`src/rtl/rvga_fetch_if.sv`:
```
// rtl/rvga_fetch_if.sv - fetch stage memory, redirect and decode handshake bundle
interface rvga_fetch_if;
  logic         mem_req_v_o;
  logic [31:0]  mem_addr_o;
  logic         mem_ready_i;
  logic         mem_resp_v_i;
  logic [127:0] mem_resp_data_i;
  logic         redirect_v_i;
  logic [31:0]  redirect_pc_i;
  logic         inst_v_o;
  logic [31:0]  inst_o;
  logic [31:0]  pc_o;
  logic         inst_ready_i;
  logic         inst_illegal_o;

  // fetch stage side
  modport master (
    output mem_req_v_o, mem_addr_o, inst_v_o, inst_o, pc_o, inst_illegal_o,
    input  mem_ready_i, mem_resp_v_i, mem_resp_data_i,
           redirect_v_i, redirect_pc_i, inst_ready_i
  );

  // memory / branch unit / decode side
  modport slave (
    input  mem_req_v_o, mem_addr_o, inst_v_o, inst_o, pc_o, inst_illegal_o,
    output mem_ready_i, mem_resp_v_i, mem_resp_data_i,
           redirect_v_i, redirect_pc_i, inst_ready_i
  );
endinterface

```
`src/rtl/rvga_fetch.sv`:
```
// rtl/rvga_fetch.sv - instruction fetch with single-line buffer; RVGA_FETCH_OPCODE_CHECK_EN adds opcode check
module rvga_fetch #(
  parameter logic [31:0] RESET_PC   = 32'h10054,
  parameter int          LINE_BYTES = 16
) (
  input logic         clk_i,
  input logic         reset_n_i,
  rvga_fetch_if.master bus
);

  localparam int OFF_BITS = $clog2(LINE_BYTES);
  localparam int WORDS    = LINE_BYTES / 4;

  typedef enum logic [1:0] {REQ, WAIT, SERVE, DRAIN} state_t;

  state_t                     state, state_n;
  logic [31:0]                pc, pc_n;
  logic [WORDS-1:0][31:0]     line, line_n;
  logic [31-OFF_BITS:0]       tag, tag_n;

  logic        req_q;
  logic [31:0] addr_q;
  logic        inst_v_q;
  logic [31:0] inst_q;
  logic [31:0] pc_q;

  logic        fire_req;
  logic        fire_inst;
  logic [31:0] redir_pc;

  assign fire_req  = req_q & bus.mem_ready_i;
  assign fire_inst = inst_v_q & bus.inst_ready_i;
  assign redir_pc  = {bus.redirect_pc_i[31:2], 2'b00};

  // Next-state: a redirect overrides every other event; leaving SERVE invalidates the line.
  always_comb begin
    state_n = state;
    pc_n    = pc;
    line_n  = line;
    tag_n   = tag;
    case (state)
      REQ: begin
        if (bus.redirect_v_i) begin
          pc_n    = redir_pc;
          state_n = fire_req ? DRAIN : REQ;
        end else if (fire_req) begin
          state_n = WAIT;
        end
      end
      WAIT: begin
        if (bus.redirect_v_i) begin
          pc_n    = redir_pc;
          state_n = bus.mem_resp_v_i ? REQ : DRAIN;
        end else if (bus.mem_resp_v_i) begin
          line_n  = bus.mem_resp_data_i;
          tag_n   = pc[31:OFF_BITS];
          state_n = SERVE;
        end
      end
      SERVE: begin
        if (bus.redirect_v_i) begin
          pc_n = redir_pc;
          if (redir_pc[31:OFF_BITS] != tag) state_n = REQ;
        end else if (fire_inst) begin
          pc_n = pc + 32'd4;
          if (&pc[OFF_BITS-1:2]) state_n = REQ;
        end
      end
      DRAIN: begin
        if (bus.redirect_v_i) pc_n = redir_pc;
        if (bus.mem_resp_v_i) state_n = REQ;
      end
      default: state_n = REQ;
    endcase
  end

  // State, line buffer and Moore outputs, all registered from the next-state values.
  always_ff @(posedge clk_i or negedge reset_n_i) begin
    if (!reset_n_i) begin
      state    <= REQ;
      pc       <= RESET_PC;
      line     <= '0;
      tag      <= '0;
      req_q    <= 1'b0;
      addr_q   <= {RESET_PC[31:OFF_BITS], {OFF_BITS{1'b0}}};
      inst_v_q <= 1'b0;
      inst_q   <= '0;
      pc_q     <= RESET_PC;
    end else begin
      state    <= state_n;
      pc       <= pc_n;
      line     <= line_n;
      tag      <= tag_n;
      req_q    <= (state_n == REQ);
      addr_q   <= {pc_n[31:OFF_BITS], {OFF_BITS{1'b0}}};
      inst_v_q <= (state_n == SERVE);
      inst_q   <= line_n[pc_n[OFF_BITS-1:2]];
      pc_q     <= pc_n;
    end
  end

  assign bus.mem_req_v_o = req_q;
  assign bus.mem_addr_o  = addr_q;
  assign bus.inst_v_o    = inst_v_q;
  assign bus.inst_o      = inst_q;
  assign bus.pc_o        = pc_q;

`ifdef RVGA_FETCH_OPCODE_CHECK_EN
  logic opcode_ok;

  // Every defined opcode ends in 2'b11, so matching the full 7 bits also rejects compressed encodings.
  always_comb begin
    opcode_ok = 1'b0;
    case (inst_q[6:0])
      7'h37, 7'h17, 7'h6F, 7'h67, 7'h63, 7'h03,
      7'h23, 7'h13, 7'h33, 7'h0F, 7'h73: opcode_ok = 1'b1;
      default: opcode_ok = 1'b0;
    endcase
  end

  assign bus.inst_illegal_o = inst_v_q & ~opcode_ok;
`else
  assign bus.inst_illegal_o = 1'b0;
`endif

endmodule
```
`src/flat_wrapper.sv`:
```
// flat-port wrapper written by rule: the top's interface ports become plain ports
module rvga_fetch_flat 
#(
  parameter logic [31:0] RESET_PC   = 32'h10054,
  parameter int          LINE_BYTES = 16
)
  (clk_i, reset_n_i, bus_mem_req_v_o, bus_mem_addr_o, bus_inst_v_o, bus_inst_o, bus_pc_o, bus_inst_illegal_o, bus_mem_ready_i, bus_mem_resp_v_i, bus_mem_resp_data_i, bus_redirect_v_i, bus_redirect_pc_i, bus_inst_ready_i);
  rvga_fetch_if bus_i ();
  input logic clk_i;
  input logic reset_n_i;
  output wire logic [$bits(bus_i.mem_req_v_o)-1:0] bus_mem_req_v_o;
  output wire logic [$bits(bus_i.mem_addr_o)-1:0] bus_mem_addr_o;
  output wire logic [$bits(bus_i.inst_v_o)-1:0] bus_inst_v_o;
  output wire logic [$bits(bus_i.inst_o)-1:0] bus_inst_o;
  output wire logic [$bits(bus_i.pc_o)-1:0] bus_pc_o;
  output wire logic [$bits(bus_i.inst_illegal_o)-1:0] bus_inst_illegal_o;
  input wire logic [$bits(bus_i.mem_ready_i)-1:0] bus_mem_ready_i;
  input wire logic [$bits(bus_i.mem_resp_v_i)-1:0] bus_mem_resp_v_i;
  input wire logic [$bits(bus_i.mem_resp_data_i)-1:0] bus_mem_resp_data_i;
  input wire logic [$bits(bus_i.redirect_v_i)-1:0] bus_redirect_v_i;
  input wire logic [$bits(bus_i.redirect_pc_i)-1:0] bus_redirect_pc_i;
  input wire logic [$bits(bus_i.inst_ready_i)-1:0] bus_inst_ready_i;
  assign bus_mem_req_v_o = bus_i.mem_req_v_o;
  assign bus_mem_addr_o = bus_i.mem_addr_o;
  assign bus_inst_v_o = bus_i.inst_v_o;
  assign bus_inst_o = bus_i.inst_o;
  assign bus_pc_o = bus_i.pc_o;
  assign bus_inst_illegal_o = bus_i.inst_illegal_o;
  assign bus_i.mem_ready_i = bus_mem_ready_i;
  assign bus_i.mem_resp_v_i = bus_mem_resp_v_i;
  assign bus_i.mem_resp_data_i = bus_mem_resp_data_i;
  assign bus_i.redirect_v_i = bus_redirect_v_i;
  assign bus_i.redirect_pc_i = bus_redirect_pc_i;
  assign bus_i.inst_ready_i = bus_inst_ready_i;
  rvga_fetch #(.RESET_PC(RESET_PC), .LINE_BYTES(LINE_BYTES)) u_core (.clk_i(clk_i), .reset_n_i(reset_n_i), .bus(bus_i));
endmodule
```
`config.mk`:
```
export PLATFORM = sky130hd
export DESIGN_NAME = rvga_fetch_flat
export DESIGN_NICKNAME = d
export VERILOG_FILES = /design/src/rtl/rvga_fetch_if.sv /design/src/rtl/rvga_fetch.sv /design/src/flat_wrapper.sv
export SDC_FILE = /design/constraint.sdc
export NUM_CORES = 1
export LEC_CHECK = 0
export CAP_MARGIN = 20
export CELL_PAD_IN_SITES_DETAIL_PLACEMENT = 1
export CELL_PAD_IN_SITES_GLOBAL_PLACEMENT = 2
export CORE_MARGIN = 3
export CORE_UTILIZATION = 30
export DETAILED_ROUTE_END_ITERATION = 8
export PLACE_DENSITY = 0.74
export RECOVER_POWER = 100
export SKIP_LAST_GASP = 1
export SLEW_MARGIN = 20
export SYNTH_ARGS = -nofsm -noshare
export SYNTH_HDL_FRONTEND = slang
export SYNTH_SLANG_ARGS = --single-unit
```
`constraint.sdc`:
```
create_clock -name clk_i -period 1.9 [get_ports clk_i]
set_input_delay 0.38 -clock clk_i [delete_from_list [all_inputs] [get_ports clk_i]]
set_output_delay 0.38 -clock clk_i [all_outputs]
set_load 0.05 [all_outputs]
```
[Word-level counts from Yosys, hierarchy flattened]
Cells that the tools add are included.
W data, S select, Z words.
Storage, ports and cells
  output and inout port bits: 99
  bits in registers: 252
Cells by class
  $add $sub $neg: 1
  equal/unequal tests: 7
  magnitude comparators: 1
  bitwise logic cells: 3
  reductions and logical operators: 6
  muxes and demuxes: 21
Operators by type and width (number)
  $mux W128: 3
  $mux W32: 4
  $bmux W32 S2: 1
  $pmux W32 S2: 1
  $add A32 B3 Y32 const B: 1
  $ne A28 B28 Y1: 1
  $mux W2: 11
  $pmux W2 S4: 1
  $eq A2 B2 Y1 const B: 3
  $logic_not A2 Y1: 2
  $reduce_and A2 Y1: 2
  $lt A2 B3 Y1 const B: 1
  $ne A3 B2 Y1 const B: 1
  $reduce_and A3 Y1: 1
  $reduce_or A3 Y1: 1
  $and A1 B1 Y1: 2
  $eq A2 B1 Y1 const B: 1
  $ne A2 B1 Y1 const B: 1
  $not A1 Y1: 1

[Logic depth before layout (Yosys ltp)]
Gate-level depths: netlist (run 1).
  word-level depth: 6
  depth in mapped cells: 8
  gate-level depth less buffers: 6

[Least setup slack after synthesis (run 1)]
No wires, ideal clock.
  path kind: reg2reg
  from: register u_core.inst_v_q, in the netlist u_core.bus.inst_v_o
  to: register u_core.inst_q[10], in the netlist u_core.bus.inst_o[10]
  stages on the path, launching flop included: 6
  slack: -0.272 ns
  data required time: 1.762 ns
  arrival time: 2.034 ns
  library setup time: 0.138 ns
  path through: dfrtp_1 > nand4b_4 > xnor2_1 > mux2i_4 > buf_4 > mux4_2
On the way
  word-level cells in the longest chain between the ends: 6
RTL lines
  from (decl): RTL line rvga_fetch.sv:23  | logic inst_v_q;
  from (signal assigned): RTL line rvga_fetch.sv:96  | inst_v_q <= (state_n == SERVE);
  $and A1 B1 Y1: RTL line rvga_fetch.sv:32  | assign fire_inst = inst_v_q & bus.inst_ready_i;
  $mux W32: RTL line rvga_fetch.sv:64  | end else if (fire_inst) begin
  $mux W32: RTL line rvga_fetch.sv:61  | if (bus.redirect_v_i) begin
  $pmux W32 S2: RTL line rvga_fetch.sv:41  | case (state)
  $bmux W32 S2: RTL line rvga_fetch.sv:97  | inst_q <= line_n[pc_n[OFF_BITS-1:2]];
  $mux W32 (implied by the code): RTL line rvga_fetch.sv:97
  to (signal assigned): RTL line rvga_fetch.sv:97
  to (decl): RTL line rvga_fetch.sv:24  | logic [31:0] inst_q;
No other way between the ends. The select of a mux whose other input is x is not followed.
A chain may end at the register's enable or synchronous reset.

==> flow_summary.json, run 1 <==
{
  "cpPeakStageDelay_ns": 0.46,
  "drv_cap": 0,
  "layout-drive-gt1-share": 0.416,
  "reg2reg_depth": 6,
  "critical_path.cell_chain": "nor2_2 -> and3_4 -> buf_12 -> buf_12 -> mux2_1 -> mux4_2",
  "routedWlPerCell_um": 20.2,
  "reg2reg_from": "u_core.state[1]$_DFF_PN0_",
  "grt_pass1_wl_um": 46000,
  "cts_tree": "built",
  "nNetsFinal": 1194,
  "max-slew-margin-rel": 0.0952,
  "stdcell_count": 1493,
  "r2r-end": "u_core.bus.inst_o[0]$_DFF_PN0_",
  "regToRegSetupSlack_ns": -0.13,
  "setup_ws_ns": -0.132,
  "finalClockSkew_ns": 0.0172,
  "rsz0062_at_grt": "yes",
  "dr.pass1.iters": 4,
  "dpl.hpwl_um": 21500,
  "drc": 0,
  "first_iter_violations": 226,
  "worst_pin_slew_ns": 1.36,
  "cp.buffers_inverters": 2,
  "track_usage": 0.163,
  "fin_crit_ns": 2.03,
  "numPortBuffers": 255,
  "insertion_delay_ns": 0.54,
  "cts_num_sinks": 222,
  "cts-root-buf": "clkbuf_16",
  "ys_ff_latch": 222,
  "syn2layout_area_growth_pct": 46.8,
  "grt_overflow_total": 0,
  "leakage_nw": 6.57,
  "power_mw": 21.3,
  "gp_congestion": 0.771,
  "crit_top_cell": "buf_12",
  "fillers": 3426,
  "h-tree-depth": 1,
  "endpoint_kind": "flip-flop",
  "failed_checks": "setup timing",
  "die_h_um": 191,
  "irDropWorstVdd_mv": 0.714,
  "critPathLaunchType": "flip-flop",
  "arrival_ns": 2.44,
  "power_density_nw_per_um2": 1400,
  "hp-class": "input port to flip-flop",
  "critPathTopFamily": "multiplexers",
  "synth.cell_area_um2": 10300,
  "clk_pin_slew_ns": 0.06,
  "synthesis.instances": 690,
  "coreArea_um2": 33700,
  "grt_max_degree": 76,
  "fmax_mhz": 492,
  "drv_slew": 0,
  "holdPathStages": 3,
  "ys_warn_count": 0,
  "crit_type": "flip-flop to flip-flop",
  "rows": 67,
  "die_w_um": 191,
  "start_util": 0.306,
  "cp_data_required_time_ns": 2.31,
  "status": "finished, violations left",
  "dieArea_um2": 36600,
  "hold_violations": 0,
  "hp-start": "bus_redirect_v_i",
  "critPathSlowestCell": "mux4_2",
  "clock_path_buffers": 3,
  "final_cell_area_um2": 15100,
  "vias": 6818,
  "antenna_found_initial": 4,
  "synth_area_per_cell_um2": 14.9,
  "whs_endpoint": "u_core.bus.mem_addr_o[7]$_DFFE_PN0P_",
  "viasPerCell": 4.57,
  "place_area_um2": 13700,
  "io_pins": 265,
  "dpl.cell_count": 1423,
  "fin_crit_sh": 1.07,
  "cp_max_fo": 12,
  "setup_viol_count_final": 33,
  "synth_cell_type_count": 41,
  "seq_area_frac_synth": 0.539,
  "routed_wirelength_um": 30100,
  "cts_buffers": 26,
  "grt_pass1_vias": 7655,
  "postRouteAntennaNets": 0
}
timing repair:
| action | 4_1_cts | 5_1_grt |
|---|---|---|
| cloned | 5 | 4 |
| setup buffers | 7 | 7 |
| gates resized for setup | 33 | 28 |
| pin swaps | 3 | 7 |
| hold endpoints to repair | 27 | 0 |
| endpoints found under the setup margin | 82 | 84 |
| hold buffers | 1 | 0 |
cells by family after synthesis:
logic type,Yosys count,synth area share
fa+ha+maj,1,0.00121
other cells,1,0.000364
simple gates,109,0.0562
compound gates,35,0.0181
flops,222,0.539
mux,191,0.284
xor+xnor,58,0.0493
buf+inv,73,0.0511
per-layer routing:
layer	wire, um	global-route usage
met3	2090	0.0468
met5	41	0
met1	13200	0.214
met4	476	0.0305
met2	14300	0.270
stage by stage:
| stage | setup WS, ns | util | hold WS, ns | setup TNS (ns) |
|---|---|---|---|---|
| 3_3_place_gp | -0.552 | 0.408 | 0.241 | -42.07 |
| 5_1_grt | -0.228 | 0.449 | 0.292 | -32.37 |
| 2_1_floorplan | -0.130 | - | 0.0844 | -3.98 |
| 3_5_place_dp | -0.585 | 0.408 | 0.244 | -44.79 |
| 6_report | -0.132 | 0.449 | 0.284 | -3.29 |
| 4_1_cts | -0.140 | 0.442 | 0.256 | -3.86 |
report_power, final:
group,internal [mW],switching [mW]
clock,2.93,1.97
sequential,6.84,0.868
combinational,4.55,4.10
tightest hold or removal path, delay by kind of cell:
kind | cells | cell delay (ns)
buffers and inverters | 2 | 0.28
AOI/OAI and AO/OA | 1 | 0.11
state kept, by name, indices dropped and copies added (netlist names):
signal,flops
u_core.bus.mem_addr_o,28
u_core.tag,28
u_core.line,128
u_core.bus.inst_v_o,1
u_core.state,2
u_core.bus.mem_req_v_o,1
u_core.bus.inst_o,32
u_core.pc,2
layout make-up:
class	instances	area (um^2)	area share
inverter	6	22.5	0.00149
clock inverter	4	70.1	0.00463
timing repair buffer	370	3720	0.246
tap	448	561	0.0370
multi-input combinational	401	4390	0.290
clock buffer	41	777	0.0513
sequential	222	5590	0.369
antenna	1	2.50	0.000165
Yosys cell counts:
library cell / number / area share
nor4_1: 3 / 0.0018
conb_1: 1 / 0.00036
buf_6: 13 / 0.014
nor2b_1: 2 / 0.0012
mux2_2: 12 / 0.013
and4b_1: 1 / 0.00097
ha_1: 1 / 0.0012
nor2_1: 6 / 0.0022
o21ai_1: 23 / 0.011
nand2_1: 40 / 0.015
and3_1: 3 / 0.0018
and2_1: 1 / 0.00061
xnor2_1: 37 / 0.031
nor3_1: 7 / 0.0034
o31ai_1: 1 / 0.00073
and3_4: 1 / 0.0011
xor2_1: 21 / 0.018
a21oi_2: 1 / 0.00085
or3_1: 1 / 0.00061
nand4_1: 19 / 0.012
a22o_1: 1 / 0.00085
dfrtp_1: 218 / 0.53
mux4_2: 32 / 0.070
buf_2: 7 / 0.0034
inv_1: 4 / 0.0015
mux2i_4: 1 / 0.0022
buf_4: 39 / 0.028
inv_2: 2 / 0.00073
dfstp_2: 4 / 0.010
nand3_1: 18 / 0.0087
clkbuf_1: 8 / 0.0029
nor4_2: 2 / 0.0024
o21ai_0: 4 / 0.0019
mux2_1: 37 / 0.040
a21oi_1: 4 / 0.0019
nand4b_1: 2 / 0.0017
nand4b_4: 1 / 0.0023
nor2_2: 1 / 0.00061
mux2_4: 109 / 0.16
nand2b_1: 1 / 0.00061
a31oi_1: 1 / 0.00061
cell usage in the layout, fill, tap and decap left out, types with 7 or more instances in the layout:
cell and n:
dlygate4sd2_1 9, nand2_1 39, xor2_1 21, nand4_1 19
clkbuf_8 7, dfrtp_1 206, dfrtp_2 12, mux2_2 13
o21ai_1 23, mux4_2 32, xnor2_1 35, buf_4 152
nand3_1 13, clkbuf_1 8, mux2_4 111, buf_12 25
conb_1 7, mux2_1 34, buf_6 10, clkbuf_16 29
clkdlybuf4s50_1 161
worst max path at each step:
stage	start	end	slack, ns	depth (start not counted)
global placement	bus_inst_ready_i	u_core.bus.inst_o[18]$_DFF_PN0_	-0.55	6
global route	u_core.state[1]$_DFF_PN0_	u_core.bus.inst_o[18]$_DFF_PN0_	-0.23	6
floorplan	u_core.bus.inst_v_o$_DFF_PN0_	u_core.bus.inst_o[10]$_DFF_PN0_	-0.13	5
detailed placement	bus_mem_resp_v_i	u_core.bus.inst_o[8]$_DFF_PN0_	-0.59	5
finish	u_core.state[1]$_DFF_PN0_	u_core.bus.inst_o[0]$_DFF_PN0_	-0.13	6
CTS	u_core.state[1]$_DFF_PN0_	u_core.bus.inst_o[0]$_DFF_PN0_	-0.14	6
(Power assumes the default switching activity.)
==> run 2: changes to the inputs <==
--- a/config.mk
+++ b/config.mk
@@ -11,8 +11,7 @@
 export CORE_MARGIN = 3
 export CORE_UTILIZATION = 30
 export DETAILED_ROUTE_END_ITERATION = 8
-export PLACE_DENSITY = 0.74
-export RECOVER_POWER = 100
+export PLACE_DENSITY_LB_ADDON = 0.1
 export SKIP_LAST_GASP = 1
 export SLEW_MARGIN = 20
 export SYNTH_ARGS = -nofsm -noshare
==> flow_summary.json, run 2 (same netlist as run 1, synthesis figures left out) <==
{
  "clock_path_buffers": 3,
  "cp_data_required_time_ns": 2.29,
  "setup_ws_ns": -0.199,
  "clk_pin_slew_ns": 0.06,
  "crit_top_cell": "buf_12",
  "hold_violations": 0,
  "die_h_um": 191,
  "antenna_found_initial": 5,
  "grt_pass1_vias": 7935,
  "max-slew-margin-rel": 0.645,
  "crit_type": "flip-flop to flip-flop",
  "h-tree-depth": 1,
  "dr.pass1.iters": 4,
  "finalClockSkew_ns": 0.0209,
  "failed_checks": "setup timing",
  "cts-root-buf": "clkbuf_16",
  "hp-class": "input port to flip-flop",
  "rows": 67,
  "numPortBuffers": 255,
  "critPathTopFamily": "multiplexers",
  "endpoint_kind": "flip-flop",
  "final_cell_mix": "205 x dfrtp_1, 161 x clkdlybuf4s50_1, 142 x buf_4",
  "syn2layout_area_growth_pct": 48.7,
  "worst_pin_slew_ns": 0.533,
  "routedWlPerCell_um": 21.1,
  "postRouteAntennaNets": 0,
  "dpl.hpwl_um": 22600,
  "cpPeakStageDelay_ns": 0.49,
  "fmax_mhz": 476,
  "fin_crit_sh": 1.10,
  "insertion_delay_ns": 0.54,
  "gp_congestion": 0.822,
  "io_pins": 265,
  "cp.buffers_inverters": 2,
  "drc": 0,
  "grt_max_degree": 74,
  "dieArea_um2": 36600,
  "arrival_ns": 2.49,
  "critical_path.cell_chain": "nor2_4 -> and3_4 -> buf_12 -> buf_12 -> mux2_4 -> mux4_2",
  "rsz0062_at_grt": "yes",
  "cp_max_fo": 11,
  "start_util": 0.306,
  "grt_overflow_total": 0,
  "final_common_cell": "dfrtp_1",
  "cts_tree": "built",
  "nNetsFinal": 1197,
  "vias": 6768,
  "cts_buffers": 27,
  "track_usage": 0.171,
  "power_mw": 22.0,
  "die_w_um": 191,
  "fin_crit_ns": 2.10,
  "cts_num_sinks": 222,
  "coreArea_um2": 33700,
  "power_density_nw_per_um2": 1430,
  "critPathLaunchType": "flip-flop",
  "critPathSlowestCell": "mux4_2",
  "drv_cap": 0,
  "drv_slew": 0,
  "leakage_nw": 6.69,
  "viasPerCell": 4.52,
  "fillers": 3448,
  "first_iter_violations": 187,
  "grt_pass1_wl_um": 48000,
  "setup_viol_count_final": 33,
  "irDropWorstVdd_mv": 0.780,
  "routed_wirelength_um": 31600,
  "largest_reg_flops": 128,
  "whs_ns": 0.245,
  "status": "finished, violations left",
  "top_register": "u_core.line",
  "layout-drive-gt1-share": 0.418
}
==> run 2: area by class of cell <==
class | count | area (um^2) | area share
Timing Repair Buffer | 372 | 3790 | 0.247
Sequential cell | 222 | 5590 | 0.365
Tap cell | 448 | 561 | 0.0366
Clock buffer | 38 | 787 | 0.0513
Antenna cell | 1 | 2.50 | 0.000163
Multi-Input combinational cell | 401 | 4440 | 0.290
Inverter | 6 | 22.5 | 0.00147
Clock inverter | 11 | 136 | 0.00890
==> run 2: layer usage <==
metal | wire length [um] | part of all wire | global-route usage | up-vias
li1 | - | - | - | 3100
met1 | 12300 | 0.39 | 0.201 | 3449
met2 | 16900 | 0.53 | 0.316 | 166
met3 | 1870 | 0.059 | 0.0436 | 43
met4 | 464 | 0.015 | 0.0305 | 10
met5 | 55 | 0.0017 | 0 | -
==> run 2: worst reg2reg max path, stage by stage, from the launching register on <==
cell,delay (ns)
dfrtp_1,0.42
nor2_4,0.12
and3_4,0.29
buf_12,0.17
buf_12,0.17
mux2_4,0.31
mux4_2,0.49
==> run 2: worst paths after layout <==
| check | cells past startpoint | slack [ns] | startpoint | end |
|---|---|---|---|---|
| worst max-delay path | 6 | -0.20 | u_core.state[1]$_DFF_PN0_ | u_core.bus.inst_o[30]$_DFF_PN0_ |
| worst min-delay path | 3 | 0.25 | bus_redirect_v_i | u_core.bus.mem_addr_o[4]$_DFFE_PN1P_ |
| worst max register to register | 6 | -0.20 | u_core.state[1]$_DFF_PN0_ | u_core.bus.inst_o[30]$_DFF_PN0_ |
| worst min register to register | 1 | 0.49 | u_core.line[70]$_DFF_PN0_ | u_core.line[70]$_DFF_PN0_ |
| max in group asynchronous | 3 | 0.89 | reset_n_i | u_core.bus.inst_o[24]$_DFF_PN0_ |
| min in group asynchronous | 2 | 0.30 | reset_n_i | u_core.bus.mem_addr_o[13]$_DFFE_PN0P_ |
==> run 2: timing repair <==
action	in CTS	in global routing
hold buffers	1	0
endpoints found under the hold margin	27	0
setup endpoints to repair	86	76
cloned	5	3
setup buffers	16	9
pin swaps	5	12
resized for setup	49	27
==> run 2: power breakdown <==
group | switching [mW] | internal [mW]
Sequential | 0.933 | 6.85
Combinational | 4.20 | 4.65
Clock | 2.04 | 3.28
==> run 2: per-stage QoR <==
step           utilization  TNS [ns]  std cells  area, um^2  worst slack [ns]
2_1_floorplan            -     -3.98        696       10400            -0.130
3_3_place_gp         0.408    -32.60       1415       13800            -0.535
3_5_place_dp         0.408    -34.71       1415       13800            -0.531
4_1_cts              0.447     -7.35       1486       15100            -0.208
5_1_grt              0.455     -8.25       1498       15300            -0.273
6_report             0.455     -4.95       1499       15300            -0.199
==> run 3: changes to the inputs <==
--- a/config.mk
+++ b/config.mk
@@ -5,11 +5,14 @@
 export SDC_FILE = /design/constraint.sdc
 export NUM_CORES = 1
 export LEC_CHECK = 0
+export ABC_CLOCK_PERIOD_IN_PS = 1900
 export CAP_MARGIN = 20
 export CELL_PAD_IN_SITES_DETAIL_PLACEMENT = 1
 export CELL_PAD_IN_SITES_GLOBAL_PLACEMENT = 2
 export CORE_MARGIN = 3
 export CORE_UTILIZATION = 30
+export CTS_CLUSTER_DIAMETER = 50
+export CTS_CLUSTER_SIZE = 25
 export DETAILED_ROUTE_END_ITERATION = 8
 export PLACE_DENSITY_LB_ADDON = 0.1
 export SKIP_LAST_GASP = 1
==> flow_summary.json, run 3 (same netlist as run 1, synthesis figures left out) <==
{
  "status": "finished, violations left",
  "failed_checks": "setup timing",
  "dpl.cell_count": 1415,
  "irDropWorstVdd_mv": 0.659,
  "clk_pin_slew_ns": 0.06,
  "grtUsageMet3": 0.0420,
  "critPathLaunchType": "flip-flop",
  "dpl.hpwl_um": 22600,
  "stdcell_count": 1502,
  "syn2layout_area_growth_pct": 50.8,
  "numPortBuffers": 255,
  "endpoint_kind": "flip-flop",
  "insertion_delay_ns": 0.50,
  "viasPerCell": 4.53,
  "grt_overflow_total": 0,
  "drc": 0,
  "place_area_um2": 13800,
  "use_met2": 0.313,
  "cts_buffers": 35,
  "h-tree-depth": 2,
  "fmax_mhz": 488,
  "utilization": 0.461,
  "die_h_um": 191,
  "layout-drive-gt1-share": 0.417,
  "first_iter_violations": 176,
  "max-slew-margin-rel": 0.637,
  "pre_cts_slack_ns": -0.531,
  "arrival_ns": 2.42,
  "hp-class": "input port to flip-flop",
  "finalClockSkew_ns": 0.0132,
  "dr.pass1.iters": 4,
  "fin_crit_sh": 1.08,
  "postRouteAntennaNets": 0,
  "antenna_found_initial": 4,
  "largest_reg_flops": 128,
  "grt_use_met1": 0.204,
  "grt_max_degree": 74,
  "rsz0062_at_grt": "yes",
  "leakage_nw": 6.76,
  "setup_viol_count_final": 32,
  "grt_busiest_layer": "met2",
  "top_register": "u_core.line",
  "dieArea_um2": 36600,
  "routed_wirelength_um": 31500,
  "hold_violations": 0,
  "setup_ws_ns": -0.151,
  "die_w_um": 191,
  "cp_max_fo": 6,
  "drv_cap": 0,
  "cts_num_sinks": 222,
  "power_density_nw_per_um2": 1530,
  "routedWlPerCell_um": 21.0,
  "cp_data_required_time_ns": 2.27,
  "drv_slew": 0,
  "start_util": 0.306,
  "vias": 6803,
  "track_usage": 0.173,
  "gp_congestion": 0.822,
  "crit_type": "flip-flop to flip-flop",
  "grt_pass1_wl_um": 48400,
  "io_pins": 265,
  "coreArea_um2": 33700,
  "cts-root-buf": "clkbuf_16",
  "final_cell_mix": "205 x dfrtp_1, 161 x clkdlybuf4s50_1, 138 x buf_4",
  "cts_tree": "built",
  "grt_pass1_vias": 7972,
  "rows": 67,
  "clock_path_buffers": 3,
  "fin_crit_ns": 2.05,
  "final_common_cell": "dfrtp_1",
  "nNetsFinal": 1194,
  "worst_pin_slew_ns": 0.544,
  "final_cell_area_um2": 15500
}
run 3: layout make-up:
| cell class | instances | area, um^2 |
|---|---|---|
| inverters | 6 | 22.5 |
| diodes | 1 | 2.50 |
| clock buffers | 49 | 1060 |
| fillers | 3409 | 18200 |
| multi-input cells | 401 | 4370 |
| flip-flops and latches | 222 | 5590 |
| repair buffers | 361 | 3660 |
| well taps | 448 | 561 |
| clock inverters | 14 | 282 |
run 3: metrics by stage:
stage | total power [mW] | TNS (ns) | hold WS, ns
final | 23.7 | -3.24 | 0.285
after global routing | 24.9 | -6.64 | 0.299
after CTS | 24.0 | -4.69 | 0.265
after detailed placement | 16.3 | -34.71 | 0.264
after global placement | 16.0 | -32.60 | 0.261
after floorplan | 13.5 | -3.98 | 0.0844
run 3: routing by layer:
| layer | wire length (um) | share of wire | vias to the layer above |
|---|---|---|---|
| li1 | - | - | 3103 |
| met1 | 12300 | 0.39 | 3454 |
| met2 | 16800 | 0.53 | 185 |
| met3 | 1780 | 0.056 | 53 |
| met4 | 618 | 0.020 | 8 |
| met5 | 54 | 0.0017 | - |
run 3: report_power, final:
| group | switching, mW | internal [mW] |
|---|---|---|
| Sequential | 0.927 | 6.85 |
| Clock | 2.28 | 4.97 |
| Combinational | 4.15 | 4.53 |
| Total | 7.35 | 16.4 |
run 3: worst paths after layout:
kind	from	end	slack (ns)	cells after the start
worst max-delay path	u_core.state[1]$_DFF_PN0_	u_core.bus.inst_o[16]$_DFF_PN0_	-0.15	7
worst min-delay path	bus_redirect_v_i	u_core.bus.mem_addr_o[4]$_DFFE_PN1P_	0.28	3
worst max register to register	u_core.state[1]$_DFF_PN0_	u_core.bus.inst_o[16]$_DFF_PN0_	-0.15	7
worst min register to register	u_core.line[70]$_DFF_PN0_	u_core.line[70]$_DFF_PN0_	0.48	1
max in group asynchronous	reset_n_i	u_core.bus.inst_o[24]$_DFF_PN0_	0.85	3
min in group asynchronous	reset_n_i	u_core.bus.mem_addr_o[20]$_DFFE_PN0P_	0.35	2
run 3: critical path, stage by stage, from the launching register on:
cell,delay (ns)
dfrtp_1,0.40
nor2_4,0.11
and3_4,0.25
buf_6,0.16
buf_4,0.11
buf_4,0.11
mux2_4,0.31
mux4_2,0.46
run 3: timing repair:
item                       4_1_cts  5_1_grt
gates cloned                     6        1
hold endpoints to repair        27        0
gates resized for setup         40       13
buffers inserted                13        3
setup endpoints to repair       86       54
hold buffers                     1        0
pin swaps                        3        3
